`config.mk`:
```
export PLATFORM = sky130hd
export DESIGN_NAME = mem_stage_lsu
export DESIGN_NICKNAME = d
export VERILOG_FILES = /design/src/rtl/riscv_mem_pkg.sv /design/src/rtl/lsu_timeout_ctr.sv /design/src/rtl/mem_stage_lsu.sv
export SDC_FILE = /design/constraint.sdc
export NUM_CORES = 1
export LEC_CHECK = 0
export BUFFER_PORTS_ARGS = -buffer_cell sky130_fd_sc_hd__buf_2
export CORE_MARGIN = 3
export CORE_UTILIZATION = 48
export CTS_CLUSTER_DIAMETER = 200
export DETAILED_ROUTE_END_ITERATION = 12
export PLACE_DENSITY = 0.94
export SLEW_MARGIN = 0
export SYNTH_ARGS = -nofsm -noshare
export SYNTH_HDL_FRONTEND = slang
export SYNTH_SLANG_ARGS = --single-unit
```
`constraint.sdc`:
```
create_clock -name clk -period 4.1 [get_ports clk]
set_input_delay 0.205 -clock clk [delete_from_list [all_inputs] [get_ports clk]]
set_output_delay 0.205 -clock clk [all_outputs]
set_load 0.02 [all_outputs]
```
`src/rtl/riscv_mem_pkg.sv`:
```
// Shared definitions for the data-memory stage: LSU state encoding and
// word-alignment helpers.
package riscv_mem_pkg;

  typedef enum logic [1:0] {
    LSU_IDLE = 2'd0,
    LSU_REQ  = 2'd1,
    LSU_WAIT = 2'd2,
    LSU_DONE = 2'd3
  } lsu_state_t;

  localparam logic [1:0] WORD_ALIGN_MASK = 2'b11;

  // A word access is legal only when the byte-offset bits are clear.
  function automatic logic is_word_aligned(input logic [31:0] addr);
    return (addr[1:0] & WORD_ALIGN_MASK) == 2'b00;
  endfunction

endpackage

```
`src/rtl/lsu_timeout_ctr.sv`:
```
// Progress watchdog for the LSU: counts cycles spent waiting on the bus and
// flags the last allowed cycle so the FSM can give up on the access.
module lsu_timeout_ctr #(
  parameter int TIMEOUT_CYCLES = 64,
  parameter int CNT_W          = 7
) (
  input  logic clk,
  input  logic reset,
  input  logic clear,
  input  logic enable,
  output logic expired
);

  localparam logic [CNT_W-1:0] LAST_COUNT = CNT_W'(TIMEOUT_CYCLES - 1);

  logic [CNT_W-1:0] count_reg;

  // Expired is raised during the final permitted cycle, not after it.
  assign expired = enable && (count_reg == LAST_COUNT);

  // Count up while enabled; saturate at the last value so it never wraps.
  always_ff @(posedge clk) begin
    if (!reset || clear) begin
      count_reg <= '0;
    end else if (enable && !expired) begin
      count_reg <= count_reg + 1'b1;
    end
  end

endmodule

```
`src/rtl/mem_stage_lsu.sv`:
```
// MEM-stage load/store unit: turns the EX/MEM MemRead/MemWrite controls into a
// single valid/ready word access on the data bus, stalls the pipeline until
// it completes, and reports load data plus a fault flag to MEM/WB.
module mem_stage_lsu
  import riscv_mem_pkg::*;
#(
  parameter int TIMEOUT_CYCLES = 64,
  parameter int CNT_W          = 7
) (
  input  logic        clk,
  input  logic        reset,
  input  logic [31:0] Mem_In_Aluresult,
  input  logic [31:0] Mem_In_ReadData2,
  input  logic        Mem_In_MemRead,
  input  logic        Mem_In_MemWrite,
  output logic        Mem_Stall,
  output logic [31:0] Mem_Out_LoadData,
  output logic        Mem_Out_Done,
  output logic        Mem_Out_Fault,
  output logic        dmem_req_valid,
  input  logic        dmem_req_ready,
  output logic        dmem_req_we,
  output logic [31:0] dmem_req_addr,
  output logic [31:0] dmem_req_wdata,
  input  logic        dmem_resp_valid,
  input  logic [31:0] dmem_resp_rdata
);

  lsu_state_t state_reg;
  lsu_state_t state_next;

  logic access;
  logic legal;
  logic accept;
  logic resp_take;
  logic timed_out;
  logic ctr_enable;
  logic ctr_clear;

  assign access     = Mem_In_MemRead | Mem_In_MemWrite;
  assign legal      = (Mem_In_MemRead ^ Mem_In_MemWrite) && is_word_aligned(Mem_In_Aluresult);
  assign accept     = (state_reg == LSU_REQ) && dmem_req_valid && dmem_req_ready;
  assign resp_take  = (state_reg == LSU_WAIT) && dmem_resp_valid;
  assign ctr_enable = (state_reg == LSU_REQ) || (state_reg == LSU_WAIT);
  // Any progress restarts the watchdog, so WAIT gets its own full budget.
  assign ctr_clear  = !ctr_enable || accept || resp_take;

  // The pipeline is frozen for every cycle of an access except DONE.
  assign Mem_Stall = ((state_reg == LSU_IDLE) && access) ||
                     (state_reg == LSU_REQ) || (state_reg == LSU_WAIT);

  lsu_timeout_ctr #(
    .TIMEOUT_CYCLES(TIMEOUT_CYCLES),
    .CNT_W         (CNT_W)
  ) u_timeout (
    .clk    (clk),
    .reset  (reset),
    .clear  (ctr_clear),
    .enable (ctr_enable),
    .expired(timed_out)
  );

  // Next-state selection; acceptance/response take priority over timeout.
  always_comb begin
    state_next = state_reg;
    case (state_reg)
      LSU_IDLE: if (access) state_next = legal ? LSU_REQ : LSU_DONE;
      LSU_REQ: begin
        if (accept)         state_next = dmem_req_we ? LSU_DONE : LSU_WAIT;
        else if (timed_out) state_next = LSU_DONE;
      end
      LSU_WAIT: if (resp_take || timed_out) state_next = LSU_DONE;
      LSU_DONE: state_next = LSU_IDLE;
      default:  state_next = LSU_IDLE;
    endcase
  end

  // State, bus request payload and MEM/WB results; results move only when DONE is entered.
  always_ff @(posedge clk) begin
    if (!reset) begin
      state_reg        <= LSU_IDLE;
      dmem_req_valid   <= 1'b0;
      dmem_req_we      <= 1'b0;
      dmem_req_addr    <= '0;
      dmem_req_wdata   <= '0;
      Mem_Out_LoadData <= '0;
      Mem_Out_Done     <= 1'b0;
      Mem_Out_Fault    <= 1'b0;
    end else begin
      state_reg    <= state_next;
      Mem_Out_Done <= (state_next == LSU_DONE);
      case (state_reg)
        LSU_IDLE: begin
          if (access && legal) begin
            dmem_req_valid <= 1'b1;
            dmem_req_we    <= Mem_In_MemWrite;
            dmem_req_addr  <= Mem_In_Aluresult;
            dmem_req_wdata <= Mem_In_ReadData2;
          end else if (access) begin
            Mem_Out_Fault    <= 1'b1;
            Mem_Out_LoadData <= '0;
          end
        end
        LSU_REQ: begin
          if (accept) begin
            dmem_req_valid <= 1'b0;
            if (dmem_req_we) begin
              Mem_Out_Fault    <= 1'b0;
              Mem_Out_LoadData <= '0;
            end
          end else if (timed_out) begin
            dmem_req_valid   <= 1'b0;
            Mem_Out_Fault    <= 1'b1;
            Mem_Out_LoadData <= '0;
          end
        end
        LSU_WAIT: begin
          if (resp_take) begin
            Mem_Out_LoadData <= dmem_resp_rdata;
            Mem_Out_Fault    <= 1'b0;
          end else if (timed_out) begin
            Mem_Out_LoadData <= '0;
            Mem_Out_Fault    <= 1'b1;
          end
        end
        default: ;
      endcase
    end
  end

endmodule
```
==> run_results.csv <==
group,metric,value,unit
outcome,outcome,"completed",
sta,period_share,0.624,
synth,synth-async-reset-ratio,0,
sta,hold_viol,0,
worst_setup_path,critPathMaxStageDelay,0.46,ns
finish,reg.largest.list,"Mem_Out_LoadData x32, dmem_req_addr x32, dmem_req_wdata x32",
synth,yosysUniqueCellTypes,40,
synth,synth_top_area_share,0.553,
worst_setup_path,critPathBufInv,2,
clock_tree,tritoncts,"done",
floorplanning,io_pins,203,
worst_setup_path,critPathTopFamily,"compound AO/OA/AOI/OAI gates",
global_route,grt_start_max_net_pins,69,
finish,drive_gt1_frac,0.359,
synth,synthTopCellsByArea,"dfxtp_1 (55%), nand2_1 (13%), a21oi_1 (8.1%), a22o_1 (7.3%), ha_1 (2.2%)",
sta,drv_slew,0,
routing,met2_length,5.16,mm
placed_design,place_hpwl,7.87,mm
routing,dr.pass1.iters,4,
hold_path,hp-start,"dmem_resp_rdata[9]",
synth,ys_ff_latch,109,
synth,synth_warnings,0,
clock_tree,htreeDepth,3,
routing,detail-route-antenna-nets,0,
routing,routed-wl-met3,1.06,mm
routing,first_iter_violations,200,
floorplanning,die-area,9350,µm²
finish,synthToLayoutAreaGrowth,30.7,%
placed_design,port_buffers,202,
sta,max_freq,391,MHz
global_route,overflow,0,
clock_tree,post_cts_buffers,0,
floorplanning,die_h,96.7,µm
floorplanning,rows,32,
worst_setup_path,crit_path_top_delay_cell,"ha_1",
finish,layout_commonest_cell,"buf_2",
global_route,grt_pass1_vias,3736,
synth,synth_edf_count,0,
worst_setup_path,r2r-start,"state_reg[0]",
hold_path,hold_class,"input pin to register",
worst_setup_path,setup.worst_path.class,"register to register",
synth,syn_inst,439,
global_route,grt_pass1_wl,17.5,mm
placed_design,place.gp.congestion,0.970,
global_route,antenna_found_initial,0,
floorplanning,core,7850,µm²
worst_setup_path,crit_arrival,2.79,ns
power_and_ir_drop,powerDensity,469,nW/µm²
clock_tree,numCtsBuffers,9,
routing,vias_per_cell,5.24,
sta,rsz0062_at_grt,"no",
global_route,grt.total_usage,0.222,
finish,final_nets,734,
routing,drt-total-wl,10.7,mm
placed_design,dp_slack,1.45,ns
worst_setup_path,critPathLaunchType,"register",
sta,worstMarginPinSlew,1.19,ns
sta,fin_ws,1.54,ns
floorplanning,start_util,0.503,
routing,wl_per_cell,14.6,µm
clock_tree,hold_buffers,0,
sta,setup_violations,0,
routing,via_count,3833,
worst_setup_path,end_kind,"register",
worst_setup_path,crit_fanout,32,
floorplanning,dieWidth,96.7,µm
finish,final_cell_mix,"buf_2 (202), nand2_1 (132), dfxtp_1 (109), a21oi_1 (64), a22o_1 (33)",
clock_tree,cts_root_buffer,"clkbuf_8",
sta,max_slew_margin,0.204,
routing,wl_met1,4.30,mm
worst_setup_path,crit_chain,"inv_1 -> ha_1 -> nand4_1 -> o221ai_1 -> a31oi_2 -> buf_4 -> a22o_1",
clock_tree,cts.sinks,109,
sta,finalClockSkew,0.0121,ns
worst_setup_path,crit_start,"state_reg[0]",
clock_tree,clk_pin_slew,0.11,ns
sta,period_minus_slack,2.56,ns
run,maxCapViolCount,0,
power_and_ir_drop,vdd_drop_max,0.218,mV
sta,setup_tns,0,ns
clock_tree,clkLatencyLatePin,0.35,ns
synth,syn_area_per_cell,8.99,µm²
synth,syn_nets,548,
worst_setup_path,required,4.33,ns
synth,synthesis.area,3950,µm²
finish,fillCellCount,666,
synth,ys.flop_type,"dfxtp_1",
finish,diodes,0,
clock_tree,ctsResizeCount,0,
synth,yosysSeqAreaShare,0.553,
routing,highest_layer,"met4",
power_and_ir_drop,total_leakage_power,2.39,nW
clock_tree,cts_max_path_buffers,2,
synth,synth_area_leader_cell,"dfxtp_1",
routing,drc_errors,0,
## area by class of cell
cell class	instances	area, µm²	share of cell area
timing repair buffer	204	1030	0.199
clock inverter	6	71.3	0.0138
tap	102	128	0.0247
multi-input combinational	294	1590	0.308
inverter	7	26.3	0.00509
sequential	109	2180	0.423
clock buffer	10	138	0.0267
## final timing paths
path                                             end  slack [ns]  cells past startpoint
worst max-delay path            Mem_Out_LoadData[15]        1.54                      7
worst min-delay path             Mem_Out_LoadData[9]        0.06                      2
worst max register to register  Mem_Out_LoadData[15]        1.54                      7
worst min register to register     dmem_req_wdata[1]        0.46                      2
## Yosys cell counts, drive strengths merged (2+ instances only)
master / instances
a31o: 2
clkbuf: 15
nand3: 2
or3: 2
buf: 14
nor3: 5
o221ai: 2
xor2: 3
nor3b: 2
o21ai: 4
nand2: 133
a21oi: 64
inv: 7
o211ai: 2
a22o: 33
nand4: 3
nor2b: 3
ha: 7
a31oi: 3
and3: 2
nor2: 9
dfxtp: 109
## power breakdown
group	switching [mW]	internal [mW]	total, mW
sequential	0.0376	1.12	1.16
clock	0.356	0.305	0.661
combinational	0.389	0.213	0.602
total	0.783	1.64	2.42
## metal layers
| layer | up-vias | global-route usage |
|---|---|---|
| met5 | - | 0 |
| met4 | 0 | 0.0583 |
| met2 | 176 | 0.381 |
| met3 | 19 | 0.0771 |
| met1 | 1765 | 0.266 |
| li1 | 1873 | - |
## worst reg2reg max path, stage by stage (launching register included)
cell and delay [ns]:
dfxtp_1 0.38, inv_1 0.13, ha_1 0.46, nand4_1 0.43
o221ai_1 0.36, a31oi_2 0.11, buf_4 0.29, a22o_1 0.29
## kinds of logic after synthesis
family,Yosys count,synth area share
compound gates,117,0.193
xor+xnor,3,0.00666
fa+ha+maj,7,0.0222
buf+inv,36,0.0469
flops,109,0.553
mux,1,0.00253
simple gates,166,0.176
## metrics by stage
step / hold slack (ns) / instances / cell area, µm² / power (mW) / util
3_5_place_dp: 0.423 / 716 / 4950 / 1.78 / 0.631
5_1_grt: 0.0468 / 732 / 5160 / 2.56 / 0.658
6_report: 0.0648 / 732 / 5160 / 2.42 / 0.658
3_3_place_gp: 0.420 / 716 / 4950 / 1.75 / 0.631
4_1_cts: 0.0487 / 732 / 5160 / 2.44 / 0.658
2_1_floorplan: 0.330 / 439 / 3950 / 1.60 / -
Note: power is estimated with default switching activity, not from simulation.
